==> config.mk <==
export PLATFORM = sky130hd
export DESIGN_NAME = if_id_buffer_flat
export DESIGN_NICKNAME = d
export VERILOG_FILES = /design/src/rtl/if_id_buffer_if.sv /design/src/rtl/if_id_buffer.sv /design/src/flat_wrapper.sv
export SDC_FILE = /design/constraint.sdc
export NUM_CORES = 1
export LEC_CHECK = 0
export CORE_AREA = 3 3 127 98
export DETAILED_ROUTE_END_ITERATION = 6
export DIE_AREA = 0 0 130 101
export PLACE_DENSITY = 0.86
export SLEW_MARGIN = 0
export SYNTH_ARGS = -nofsm -noshare
export SYNTH_HDL_FRONTEND = slang
export SYNTH_SLANG_ARGS = --single-unit
==> constraint.sdc <==
create_clock -name clk -period 2.9 [get_ports clk]
set_input_delay 0.58 -clock clk [delete_from_list [all_inputs] [get_ports clk]]
set_output_delay 0.58 -clock clk [all_outputs]
set_load 0.05 [all_outputs]
==> src/rtl/if_id_buffer_if.sv <==
// IF->ID buffer bus: fetch-side push port, decode-side pop port, flush and occupancy.
// A transfer happens on a rising edge where valid and ready are both high; valid never waits on ready.
interface if_id_buffer_if #(
  parameter int unsigned WIDTH = 32,
  parameter int unsigned DEPTH = 2
);
  localparam int unsigned CW = $clog2(DEPTH) + 1;

  logic             flush;
  logic             if_valid;
  logic [WIDTH-1:0] if_pc;
  logic [WIDTH-1:0] if_instruction;
  logic             if_ready;
  logic             id_valid;
  logic [WIDTH-1:0] id_pc;
  logic [WIDTH-1:0] id_instruction;
  logic             id_ready;
  logic [CW-1:0]    occupancy;

  modport master (
    output flush, if_valid, if_pc, if_instruction, id_ready,
    input  if_ready, id_valid, id_pc, id_instruction, occupancy
  );

  modport slave (
    input  flush, if_valid, if_pc, if_instruction, id_ready,
    output if_ready, id_valid, id_pc, id_instruction, occupancy
  );
endinterface

==> src/rtl/if_id_buffer.sv <==
// IF->ID pipeline buffer: small circular FIFO of {pc, instruction} with branch flush.
// Output is registered storage only, so there is no combinational path from if_* to id_*.
module if_id_buffer #(
  parameter int unsigned      WIDTH = 32,
  parameter int unsigned      DEPTH = 2,
  parameter logic [WIDTH-1:0] NOP   = '0
) (
  input  logic         clk,
  input  logic         rst,
  if_id_buffer_if.slave bus
);
  localparam int unsigned   AW   = $clog2(DEPTH);
  localparam int unsigned   CW   = AW + 1;
  localparam logic [CW-1:0] FULL = CW'(DEPTH);

  logic [WIDTH-1:0] r_pc    [DEPTH];
  logic [WIDTH-1:0] r_instr [DEPTH];
  logic [AW-1:0]    r_wr_ptr;
  logic [AW-1:0]    r_rd_ptr;
  logic [CW-1:0]    r_count;

  logic w_full;
  logic w_empty;
  logic w_if_ready;
  logic w_push;
  logic w_pop;

  assign w_full     = (r_count == FULL);
  assign w_empty    = (r_count == '0);
  // Full blocks push even if the head pops this cycle: keeps if_ready off the id_ready path.
  assign w_if_ready = ~w_full & ~bus.flush;
  assign w_push     = bus.if_valid & w_if_ready;
  assign w_pop      = ~w_empty & bus.id_ready & ~bus.flush;

  assign bus.if_ready       = w_if_ready;
  assign bus.id_valid       = ~w_empty;
  assign bus.id_pc          = w_empty ? '0  : r_pc[r_rd_ptr];
  assign bus.id_instruction = w_empty ? NOP : r_instr[r_rd_ptr];
  assign bus.occupancy      = r_count;

  always_ff @(posedge clk or negedge rst) begin
    if (!rst) begin
      r_wr_ptr <= '0;
      r_rd_ptr <= '0;
      r_count  <= '0;
    end else if (bus.flush) begin
      r_wr_ptr <= '0;
      r_rd_ptr <= '0;
      r_count  <= '0;
    end else begin
      if (w_push) r_wr_ptr <= r_wr_ptr + AW'(1);
      if (w_pop)  r_rd_ptr <= r_rd_ptr + AW'(1);
      case ({w_push, w_pop})
        2'b10:   r_count <= r_count + CW'(1);
        2'b01:   r_count <= r_count - CW'(1);
        default: r_count <= r_count;
      endcase
    end
  end

  // Writes are gated by push, so undriven fetch data while if_valid=0 never lands in storage.
  always_ff @(posedge clk or negedge rst) begin
    if (!rst) begin
      for (int i = 0; i < DEPTH; i++) begin
        r_pc[i]    <= '0;
        r_instr[i] <= NOP;
      end
    end else if (w_push) begin
      r_pc[r_wr_ptr]    <= bus.if_pc;
      r_instr[r_wr_ptr] <= bus.if_instruction;
    end
  end
endmodule
==> src/flat_wrapper.sv <==
// flat-port wrapper written by rule: the top's interface ports become plain ports
module if_id_buffer_flat 
#(
  parameter int unsigned      WIDTH = 32,
  parameter int unsigned      DEPTH = 2,
  parameter logic [WIDTH-1:0] NOP   = '0
)
  (clk, rst, bus_flush, bus_if_valid, bus_if_pc, bus_if_instruction, bus_id_ready, bus_if_ready, bus_id_valid, bus_id_pc, bus_id_instruction, bus_occupancy);
  if_id_buffer_if #(.WIDTH(WIDTH), .DEPTH(DEPTH)) bus_i ();
  input  logic clk;
  input  logic rst;
  input wire logic [$bits(bus_i.flush)-1:0] bus_flush;
  input wire logic [$bits(bus_i.if_valid)-1:0] bus_if_valid;
  input wire logic [$bits(bus_i.if_pc)-1:0] bus_if_pc;
  input wire logic [$bits(bus_i.if_instruction)-1:0] bus_if_instruction;
  input wire logic [$bits(bus_i.id_ready)-1:0] bus_id_ready;
  output wire logic [$bits(bus_i.if_ready)-1:0] bus_if_ready;
  output wire logic [$bits(bus_i.id_valid)-1:0] bus_id_valid;
  output wire logic [$bits(bus_i.id_pc)-1:0] bus_id_pc;
  output wire logic [$bits(bus_i.id_instruction)-1:0] bus_id_instruction;
  output wire logic [$bits(bus_i.occupancy)-1:0] bus_occupancy;
  assign bus_i.flush = bus_flush;
  assign bus_i.if_valid = bus_if_valid;
  assign bus_i.if_pc = bus_if_pc;
  assign bus_i.if_instruction = bus_if_instruction;
  assign bus_i.id_ready = bus_id_ready;
  assign bus_if_ready = bus_i.if_ready;
  assign bus_id_valid = bus_i.id_valid;
  assign bus_id_pc = bus_i.id_pc;
  assign bus_id_instruction = bus_i.id_instruction;
  assign bus_occupancy = bus_i.occupancy;
  if_id_buffer #(.WIDTH(WIDTH), .DEPTH(DEPTH), .NOP(NOP)) u_core (.clk(clk), .rst(rst), .bus(bus_i));
endmodule
==> results.md <==
- Share of the synthesized area in the top cell type: between 50% and 60%
- Clock slew at reported path FFs: roughly 0.050 ns
- #FFs+latches synth: around 130
- Syn avg cell area: about 14 um^2
- Root Driver: clkbuf_16
- Clock latency on the worst-skew pair: 0.41 ns
- DIE AREA: around 13000 um^2
- P per Cell Area: 778.4 nW/um^2
- Worst VDD drop: about 0.49 mV
- M2 GR Usage: 36.36%
- FFs w/ async S/R, synth: 100.0%
- Pin count of the biggest net entering global routing: between 60 and 70
- Fillers: 773
- Multi-input gate area: around 2700 um^2
- Grt ovf: 0
- DP Area: around 7600 um^2
- Clock Sinks: roughly 130
- Rows: 34
- Core area: roughly 11000 um^2
- CTS tree: yes
- DIE WIDTH: approximately 130 um
- GRT Max-Usage Layer: met2
- First-pass GRT wire length: between 20 and 25 mm
- M3 GR Usage: roughly 5.5%
- Fin area: about 8200 um^2
- Register area share after synthesis: between 50 and 60%
- CTS Buf Count: 17
- Drt drc: 0
- DR WL/cell: around 19 um
- RD Place Congestion: 0.7868
- Slew Limit Fails: 0
- Worst Skew: between 0.005 and 0.006 ns
- Chip Height: 101 um
- Synth cell count leaders: dfrtp_1, mux2_2, nor2_1, mux2i_1, mux2_4
- Initial antenna violation count: 0
- Critical path class: register to output port
- Max Clk Rate: 0.3546 GHz
- Yosys top cell by area: dfrtp_1
- Leakage: ~3.6 nW
- Worst-margin pin slew: 0.5093 ns
- Worst-path cell chain: nor2_4 > buf_12 > nor2_1 > clkdlybuf4s50_1
- First-pass DRT Iterations: 4
- Outcome: finished clean
- Starting Density: between 50% and 60%
- H-Tree Level Count: 4
- DR vias/cell: 5.347
- Fraction of final layout cells sized beyond drive strength 1: a little over a third
- Syn. warnings: 0
- Vias in the first global route: between 4000 and 5000
- Area contributors post-synth: dfrtp_1, mux2_4, mux2_2
- Final setup TNS: 0 ns
- Required @ worst endpoint: between 2 and 2.5 ns
- Yosys cell types: 23
- Layout Nets: between 600 and 700
- Unrepaired setup endpoints after global routing: false
- Via Count: roughly 3900
- Slew headroom: around two thirds
- Synth Instances: approximately 440
- Met1 Track Usage GR: about 28%
- Syn_nets: roughly 510
- Register area: ~3300 um^2
- # diodes: 0
- Post-route ant nets: 0
- Layout overhead on the synthesized area: 33.27%
- IO Pins: between 100 and 150
- Total track usage: 21.69%
- Post-synth EDFFs: 0
- Crit path max fanout: 30
- Count of input and output buffers: between 100 and 150
- Worst hold path class: input pin to async pin
- CP max stage delay: roughly 0.83 ns
- Final Util: a little under three quarters
- Worst setup SP type: register
- Critical path arrival: roughly 2.2 ns
- Slowest-stage cell, CP: clkdlybuf4s50_1
- Final min period: roughly 2.8 ns
- Clock Path Buffers: 2
- Crit end category: output port
- Area of the mapped netlist: between 6000 and 7000 um^2
- Most frequent cell after synthesis: dfrtp_1
- Hpwl dp: 8.788 mm
- Setup violators final: 0
- WL final: roughly 14 mm
- Iter 0 DRT Violations: about 150
- Ys flop type: dfrtp_1
- Endpoints failing hold: 0
- Max-cap viol count: 0
- Fin crit share: 97.25%
[metrics by stage]
step | total power, mW | hold WS, ns | setup slack, ns | std cells
6_report | 6.399 | 0.1265 | 0.07968 | 734
5_1_grt | 6.697 | 0.1515 | 0.002060 | 734
3_5_place_dp | 4.333 | 0.4930 | 0.3618 | 702
4_1_cts | 6.460 | 0.1294 | 0.05407 | 734
3_3_place_gp | 4.247 | 0.4867 | 0.4264 | 702
2_1_floorplan | 3.758 | 0.2844 | 0.3955 | 438
[cell families (layout without fill, tap and decap cells)]
group | Yosys count | in the layout | synth area share (%)
multiplexers | 193 | 193 | 37.57
flip-flops | 132 | 132 | 53.55
AND/OR/NAND/NOR | 75 | 75 | 5.294
buffers and inverters | 29 | 181 | 2.718
AO/OA/AOI/OAI | 8 | 8 | 0.7303
XOR/XNOR | 1 | 1 | 0.1420
[critical path: cells and delay by family, from the launching register on]
family	cells	cell delay, ns
buffers and inverters	2	1.01
DFF	1	0.53
and+or+nand+nor	2	0.28
[cells in the final DEF, fill, tap and decap left out, drive strengths merged]
cell	Yosys	routed
clkbuf	8	23
nor3b	1	1
inv	2	2
nand3b	1	1
dfrtp	132	132
mux2i	65	65
buf	19	46
nor2	67	67
clkdlybuf4s50	0	99
or3	1	1
bufinv	0	2
nand4b	1	1
o21ai	2	2
xor2	1	1
clkinv	0	4
a21o	1	1
dlymetal6s2s	0	2
mux2	128	128
nor4	1	1
o211ai	1	1
and2b	1	1
clkinvlp	0	3
a21oi	4	4
nand2b	1	1
or2	1	1
[state kept, by name, summed over array words and instances (netlist names)]
register / count
u_core.r_pc: 64
u_core.bus.occupancy: 2
u_core.r_instr: 64
u_core.r_wr_ptr: 1
u_core.r_rd_ptr: 1
[per-layer routing]
layer	up-vias	wire length, um
li1	1807	-
met1	2013	5910
met2	91	7016
met3	14	517
met4	0	159
met5	-	0
[path summary, 6_finish.rpt]
check	start	endpoint	slack [ns]	cells after the start
min reg2reg	u_core.r_pc[27]	u_core.r_pc[27]	0.50	1
min	rst	u_core.r_pc[10]	0.13	1
max reg2reg	u_core.bus.occupancy[0]	u_core.r_instr[48]	1.04	4
max	u_core.bus.occupancy[1]	bus_id_instruction[18]	0.08	4
min in group clk	u_core.r_pc[27]	u_core.r_pc[27]	0.50	1
max in group asynchronous	rst	u_core.r_instr[12]	1.92	2
[final cells by class]
cell class	count	share of cell area (%)
Sequential cell	132	40.23
Multi-Input combinational cell	277	32.91
Timing Repair Buffer	147	17.52
Clock buffer	23	5.814
Tap cell	144	2.192
Clock inverter	9	1.248
Inverter	2	0.09132
[report_power, final]
| part | internal (mW) | leakage, nW | total, mW | switching (mW) |
|---|---|---|---|---|
| logic | 0.869 | 1.75 | 1.76 | 0.895 |
| registers | 2.30 | 1.58 | 2.55 | 0.249 |
| clock network | 1.33 | 0.279 | 2.09 | 0.763 |
[repair_timing]
item                                    in CTS  in global routing
buffers inserted                             0                  0
hold buffers                                 0                  0
resized for setup                            0                  3
hold endpoints to repair                     0                  0
endpoints found under the setup margin       0                  9
No activity file was read; power rests on OpenSTA's default activity.
